[config.mk]
export PLATFORM = sky130hd
export DESIGN_NAME = seq_mult_param
export DESIGN_NICKNAME = d
export VERILOG_FILES = /design/src/rtl/seq_mult_pkg.sv /design/src/rtl/seq_mult_param.sv
export SDC_FILE = /design/constraint.sdc
export NUM_CORES = 1
export LEC_CHECK = 0
export ABC_AREA = 1
export BUFFER_PORTS_ARGS = -buffer_cell sky130_fd_sc_hd__clkbuf_2
export CAP_MARGIN = 20
export CORE_AREA = 2 2 105 107
export DETAILED_ROUTE_END_ITERATION = 16
export DIE_AREA = 0 0 107 109
export PLACE_DENSITY = 0.65
export SYNTH_ARGS = -nofsm -noshare
export SYNTH_HDL_FRONTEND = slang
export SYNTH_SLANG_ARGS = --single-unit
[constraint.sdc]
create_clock -name clk -period 2.33 [get_ports clk]
set_clock_uncertainty 0.2 [all_clocks]
set_input_delay 0.233 -clock clk [delete_from_list [all_inputs] [get_ports clk]]
set_output_delay 0.233 -clock clk [all_outputs]
set_load 0.1 [all_outputs]
[src/rtl/seq_mult_pkg.sv]
// Shared definitions for the sequential shift-add multiplier: state encoding
// and the conditional two's-complement negate used for operand magnitudes and the product sign fix-up.
package seq_mult_pkg;

    typedef enum logic [1:0] {
        IDLE   = 2'd0,
        RUN    = 2'd1,
        FINISH = 2'd2
    } state_t;

    // Helper works at a fixed wide width; callers size-cast in and out, which limits WIDTH to 32.
    localparam int MAX_W = 64;

    function automatic logic [MAX_W-1:0] neg_if(input logic [MAX_W-1:0] x, input logic neg);
        return neg ? (~x + MAX_W'(1)) : x;
    endfunction

endpackage

[src/rtl/seq_mult_param.sv]
// Parametrised sequential shift-add multiplier, one multiplier bit per clock,
// unsigned or two's-complement per operation, with start/busy/done handshake.
module seq_mult_param
    import seq_mult_pkg::*;
#(
    parameter int WIDTH = 8,
    parameter int CNT_W = 8
) (
    input  logic               clk,
    input  logic               reset,
    input  logic               start_i,
    input  logic               signed_i,
    input  logic [WIDTH-1:0]   a_i,
    input  logic [WIDTH-1:0]   b_i,
    output logic               busy_o,
    output logic               done_o,
    output logic [2*WIDTH-1:0] product_o,
    output logic [CNT_W-1:0]   cycles_o
);

    localparam int AW = 2 * WIDTH + 1;

    state_t             state_reg, state_next;
    logic [AW-1:0]      acc_reg, acc_next;
    logic [WIDTH-1:0]   b_reg, b_next;
    logic [CNT_W-1:0]   bit_cnt_reg, bit_cnt_next;
    logic [CNT_W-1:0]   run_cnt_reg, run_cnt_next;
    logic               neg_reg, neg_next;
    logic               busy_reg, busy_next;
    logic               done_reg, done_next;
    logic [2*WIDTH-1:0] product_reg, product_next;
    logic [CNT_W-1:0]   cycles_reg, cycles_next;

    logic               sa, sb;
    logic [WIDTH-1:0]   abs_a, abs_b;
    logic [WIDTH:0]     sum;
    logic [2*WIDTH-1:0] signed_prod;

    always_ff @(posedge clk) begin
        if (!reset) begin
            state_reg   <= IDLE;
            acc_reg     <= '0;
            b_reg       <= '0;
            bit_cnt_reg <= '0;
            run_cnt_reg <= '0;
            neg_reg     <= 1'b0;
            busy_reg    <= 1'b0;
            done_reg    <= 1'b0;
            product_reg <= '0;
            cycles_reg  <= '0;
        end else begin
            state_reg   <= state_next;
            acc_reg     <= acc_next;
            b_reg       <= b_next;
            bit_cnt_reg <= bit_cnt_next;
            run_cnt_reg <= run_cnt_next;
            neg_reg     <= neg_next;
            busy_reg    <= busy_next;
            done_reg    <= done_next;
            product_reg <= product_next;
            cycles_reg  <= cycles_next;
        end
    end

    always_comb begin
        state_next   = state_reg;
        acc_next     = acc_reg;
        b_next       = b_reg;
        bit_cnt_next = bit_cnt_reg;
        run_cnt_next = run_cnt_reg;
        neg_next     = neg_reg;
        done_next    = 1'b0;
        product_next = product_reg;
        cycles_next  = cycles_reg;

        sa          = signed_i & a_i[WIDTH-1];
        sb          = signed_i & b_i[WIDTH-1];
        abs_a       = WIDTH'(neg_if(MAX_W'(a_i), sa));
        abs_b       = WIDTH'(neg_if(MAX_W'(b_i), sb));
        // Top of ACC is always clear before the add, so the carry has room in bit 2W.
        sum         = acc_reg[AW-1:WIDTH] + {1'b0, b_reg};
        signed_prod = (2*WIDTH)'(neg_if(MAX_W'(acc_reg[2*WIDTH-1:0]), neg_reg));

        case (state_reg)
            IDLE: begin
                if (start_i) begin
                    neg_next     = sa ^ sb;
                    acc_next     = {(WIDTH+1)'(0), abs_a};
                    b_next       = abs_b;
                    bit_cnt_next = CNT_W'(WIDTH);
                    run_cnt_next = CNT_W'(1);
                    state_next   = RUN;
                end
            end
            RUN: begin
                if (acc_reg[0]) begin
                    acc_next = {1'b0, sum, acc_reg[WIDTH-1:1]};
                end else begin
                    acc_next = acc_reg >> 1;
                end
                bit_cnt_next = bit_cnt_reg - CNT_W'(1);
                run_cnt_next = run_cnt_reg + CNT_W'(1);
                if (bit_cnt_reg == CNT_W'(1)) begin
                    state_next = FINISH;
                end
            end
            FINISH: begin
                product_next = signed_prod;
                cycles_next  = run_cnt_reg;
                done_next    = 1'b1;
                state_next   = IDLE;
            end
            default: begin
                state_next = IDLE;
            end
        endcase

        busy_next = (state_next != IDLE);
    end

    assign busy_o    = busy_reg;
    assign done_o    = done_reg;
    assign product_o = product_reg;
    assign cycles_o  = cycles_reg;

endmodule

# After elaboration in Yosys (flattened, before gate mapping)

Cells that the tools add are included.

Bits of input ports: 20
Bits in registers: 70
Word-level logic and storage cells: 45
Output and inout bits: 26

Equal/unequal tests: 4
$add $sub $neg: 6
Mux-type cells: 14
Reduce and logical (&&, ||, !) cells: 5
Bitwise logic cells: 6

Operators by type and width:

| operator                                         | count |
|---|---|
| case mux 17 bit (2 select lines)                 | 1 |
| 2-to-1 mux 16 bit                                | 2 |
| 2-to-1 mux 8 bit                                 | 4 |
| case mux 8 bit (2 select lines)                  | 2 |
| adder 8 x 1 -> 8 bit, second input constant      | 3 |
| 2-to-1 mux 17 bit                                | 1 |
| adder 16 x 1 -> 16 bit, second input constant    | 1 |
| NOT 16 bit                                       | 1 |
| NOT 8 bit                                        | 2 |
| adder 9 x 8 -> 9 bit                             | 1 |
| == test 8 x 1 -> 1 bit, second input constant    | 1 |
| subtractor 8 x 1 -> 8 bit, second input constant | 1 |
| 2-to-1 mux 2 bit                                 | 2 |
| case mux 2 bit (2 select lines)                  | 1 |
| AND reduction 2 bit                              | 2 |
| nonzero test 2 bit                               | 2 |
| bitwise AND 1 bit                                | 2 |
| == test 2 x 1 -> 1 bit, second input constant    | 1 |
| == test 2 bit, second input constant             | 1 |
| zero test 2 bit                                  | 1 |
| inequality test 2 bit, second input constant     | 1 |
| 2-to-1 mux 1 bit                                 | 1 |
| XOR 1 bit                                        | 1 |

# Longest topological paths before layout

Word-level depth: 5
Mapped depth: 13
Gate-level depth less buffers: 11

# Worst setup path before layout

Ideal clock, no wire load.

Path type: reg2reg
Start: register acc_reg[0]
End: register product_reg[8] (netlist: product_o[8])
Buffers on the path: 2
Arrival time: 1.556 ns
Slack: 0.465 ns
Period minus slack after synthesis: 1.865 ns
Library setup time: 0.109 ns
Data required time: 2.021 ns
Stages on the path, launching flop included: 12
Cell sequence: dfxtp_1 -> buf_6 -> inv_2 -> clkbuf_1 -> ha_1 -> nand2_1 -> o21ai_2 -> nand2_1 -> a21oi_1 -> o21ai_0 -> nand2_1 -> inv_1

Cells in the longest elaborated chain, start to end: 3

Ends and longest elaborated chain:

| item                     | RTL line             | RTL |
|---|---|---|
| start: declaration       | seq_mult_param.sv:24 | `logic [AW-1:0] acc_reg, acc_next;` |
| start signal: assignment | seq_mult_param.sv:53 | `acc_reg <= acc_next;` |
| NOT 16 bit               | seq_mult_pkg.sv:15   | `return neg ? (~x + MAX_W'(1)) : x;` |
| adder 16 x 1 -> 16 bit   | seq_mult_pkg.sv:15   |  |
| 2-to-1 mux 16 bit        | seq_mult_pkg.sv:15   |  |
| end signal: assignment   | seq_mult_param.sv:60 | `product_reg <= product_next;` |
| end: declaration         | seq_mult_param.sv:31 | `logic [2*WIDTH-1:0] product_reg, product_next;` |

No other way between the ends.
A chain may end at the register's enable or synchronous reset.

# Worst setup path in the final report

Start: register acc_reg[8]
End: register acc_reg[15]

Cells in the longest elaborated chain, start to end: 3

Ends and longest elaborated chain:

| item                             | RTL line             | RTL |
|---|---|---|
| adder 9 x 8 -> 9 bit             | seq_mult_param.sv:81 | `sum = acc_reg[AW-1:WIDTH] + {1'b0, b_reg};` |
| 2-to-1 mux 16 bit                | seq_mult_param.sv:96 | `if (acc_reg[0]) begin` |
| case mux 17 bit (2 select lines) | seq_mult_param.sv:84 | `case (state_reg)` |

No other way between the ends.

==> key figures <==
Worst hold path
  – Type of the worst min-delay path: in -> reg
  – Hold Path Stages: 4
  – Hold-critical path endpoint: b_reg[7]
  – Worst Hold Launch: b_i[6]

STA
  – Final-layout setup total negative slack: 0 ns
  – Fin. Hold Viols: 0
  – RSZ-0062 raised after global routing: no
  – Final setup violating endpoints: 0
  – Max-slew violation total from the final report: 0
  – Max Freq: ~540 MHz
  – Clock period minus final worst setup slack: ~1.9 ns
  – Final Cycle Share: ~80%
  – Transition time at the pin with the least slew margin: about 0.61 ns
  – Headroom to the max-slew limit: around three fifths

Logic synthesis
  – Syn Area/Cell: 6.62 sq um
  – Sequential area share after synthesis: approximately 36%
  – FF+latch count, synth: 69
  – Synth Warn #: 0
  – Mapped cell area: 3790 sq um
  – Async set or reset register ratio after synthesis: 0%
  – Number of enable flip-flop cells after synthesis: 0
  – Syn nets: between 600 and 700
  – Synthesized netlist cell count: 572
  – Netlist cell types: 36
  – Dominant register cell in the synthesized netlist: dfxtp_1

Job
  – Number of violations of the max-capacitance limit: 0

Clock network
  – Post-cts hold buffer count: 6
  – Clk Latency, worst-skew pair: roughly 0.35 ns
  – Number of buffers created by CTS: 9
  – Clock net sink count: 69
  – Clock slew at reported path FFs: 0.07 ns
  – TritonCTS clock tree: yes
  – Buffer levels on the longest clock path: 2
  – Count of cells resized by post-cts repair: 0
  – Depth of the CTS H-tree: 3
  – Root buffer cell: clkbuf_8
  – Setup bufs post-CTS: 0

Worst setup path
  – Peak fanout along the critical path: 4
  – Worst-case reg-to-reg path depth: 10
  – Setup slack, reg-to-reg: between 0.4 and 0.5 ns
  – Most used cell along the critical path: nand2_1
  – Startpoint-to-endpoint class of the critical path: reg -> reg
  – Slowest stage delay, CP: between 0.4 and 0.5 ns
  – Critical Path Start Type: register
  – Critical Path Slowest Stage Cell: fa_1
  – Crit Reg-Reg Startpoint: acc_reg[8]
  – Reg2Reg Capture Point: acc_reg[15]
  – Capturing element type of the critical path: register
  – Arrival time reported for the critical path endpoint: ~1.9 ns
  – Startpoint of the worst setup timing path: acc_reg[8]
  – Cell-by-cell trace of the critical path: ha_1 -> fa_1 -> nand3_1 -> nand3_1 -> nand2_1 -> nand2_1 -> nand2_1 -> nand2_1 -> nand2_1 -> nand2_1
  – CP Data Required Time: between 2 and 2.5 ns

Global route
  – Antenna violations before repair: 0
  – Pin count of the biggest net entering global routing: 38
  – Wire length of the first global-routing pass: about 16000 um
  – Total GRT Usage: 17.4%
  – Number of global-route vias before repair: 3612
  – Congestion Overflow GR: 0

Route
  – Total wirelength of the detailed-routed design: around 9600 um
  – Post-DRT Antenna Nets: 0
  – Routed via count: 3792
  – Iteration-0 DRC Markers: about 230
  – Vias per cell: 4.94
  – DR WL/cell: between 10 and 15 um
  – Remaining DRCs: 0
  – Pre-Repair DR Iteration Count: 5

Power and ir drop
  – IR drop worst, VDD: between 0.2 and 0.3 mV
  – Final Power: a little under 3000 uW
  – LEAKAGE: a little over 0.002 uW
  – Total power density per cell area: 668 nW/um^2

Placement
  – Detail Placement HPWL: approximately 7100 um
  – Final RePlAce weighted congestion: roughly 0.9
  – IO Port Bufs: 45

Floorplanning
  – Die area: about 12000 sq um
  – Die Width: roughly 110 um
  – Initial Utilization: 35.7%
  – Core Rows: 38
  – Area of the core: 10600 sq um
  – Die height: between 100 and 150 um
  – Ports: 46

Finish
  – Area of all sequential standard cells: approximately 1400 sq um
  – NumNets Final: 657
  – Footprint of the multi-input gates: approximately 2000 sq um
  – Area growth syn-to-layout: 16.8%
  – Layout cell share with drive strength beyond 1: between 10% and 20%
  – Antenna diodes: 0
  – Number of fillers in the final layout: 1103

Run status
  – Result of the run: finished, final reports clean
per-layer routing:
metal	routed length, um	GRT usage [%]	up-vias
met5	0	0	-
met4	167	7.42	0
met3	476	2.33	19
met2	4340	28.5	102
met1	4570	23.0	1711
li1	-	-	1960
report_power, final:
group / total, uW / internal (uW) / leakage, uW / switching (uW)
Combinational: 588 / 187 / 0.00138 / 400
Sequential: 1300 / 1240 / 0.000562 / 58.5
Clock: 1070 / 603 / 0.000107 / 469
Total: 2960 / 2030 / 0.00205 / 928
worst max path at each step:
stage | to | slack [ns]
6_report | acc_reg[15] | 0.46
4_1_cts | acc_reg[11] | 0.48
3_3_place_gp | acc_reg[11] | 0.53
5_1_grt | acc_reg[15] | 0.32
2_1_floorplan | product_o[8] | 0.46
3_5_place_dp | acc_reg[11] | 0.50
final cells by class:
class                           count  share of cell area (%)
Clock inverter                      6                    1.95
Sequential cell                    69                    31.2
Clock buffer                       10                    2.88
Inverter                           77                    6.53
Multi-Input combinational cell    404                    45.3
Timing Repair Buffer               61                    8.14
Tap cell                          140                    3.96
cells in the final DEF, fill, tap and decap left out, types with 2 or more instances in the layout:
cell,n
o211ai_1,4
dfxtp_1,69
a21oi_1,62
nand3_1,38
clkbuf_2,45
nand4_1,3
clkinv_2,2
dlygate4sd3_1,6
o21ai_1,6
o21ai_0,42
a22oi_1,2
nand3b_1,2
a211oi_1,3
clkbuf_8,9
nor2_2,3
buf_4,10
o21ai_2,2
inv_1,71
bufinv_16,2
ha_1,14
inv_2,4
xor2_1,7
nand2_1,137
o22ai_1,3
clkinv_1,2
nor2_1,62
a31oi_1,4
critical path: cells and delay by family, from the launching register on:
family        cells  cell delay [ns]
fa+ha+maj         2             0.68
flops             1             0.34
simple gates      8             0.55
cell usage after synthesis, types with 6 or more instances:
cell,instances,area share [%]
nand2_1,137,14
inv_1,71,7.0
dfxtp_1,69,36
a21oi_1,62,8.2
nor2_1,62,6.1
o21ai_0,42,5.5
nand3_1,38,5.0
ha_1,14,4.6
clkbuf_1,9,0.89
buf_2,8,1.1
xor2_1,7,1.6
o21ai_1,6,0.79
stage by stage:
| step | instance area [sq um] | instances | hold WS (ns) | setup slack, ns | utilization, % |
|---|---|---|---|---|---|
| 4_1_cts | 4430 | 767 | 0.00156 | 0.482 | 41.8 |
| 3_5_place_dp | 4150 | 745 | 0.254 | 0.498 | 39.2 |
| 2_1_floorplan | 3790 | 572 | 0.174 | 0.465 | - |
| 3_3_place_gp | 4150 | 745 | 0.249 | 0.531 | 39.2 |
| 6_report | 4430 | 767 | 0.0156 | 0.465 | 41.8 |
| 5_1_grt | 4430 | 767 | 0.0378 | 0.315 | 41.8 |
kinds of logic after synthesis:
kind of cell             count (synthesis)  synth area share, %
AND/OR/NAND/NOR                        247                 26.6
flip-flops                              69                 36.5
buffers and inverters                   99                 10.6
AO/OA/AOI/OAI                          134                 19.4
adder cells (fa/ha/maj)                 15                 5.15
XOR/XNOR                                 8                 1.85
Power figures use the tool's default switching activity.
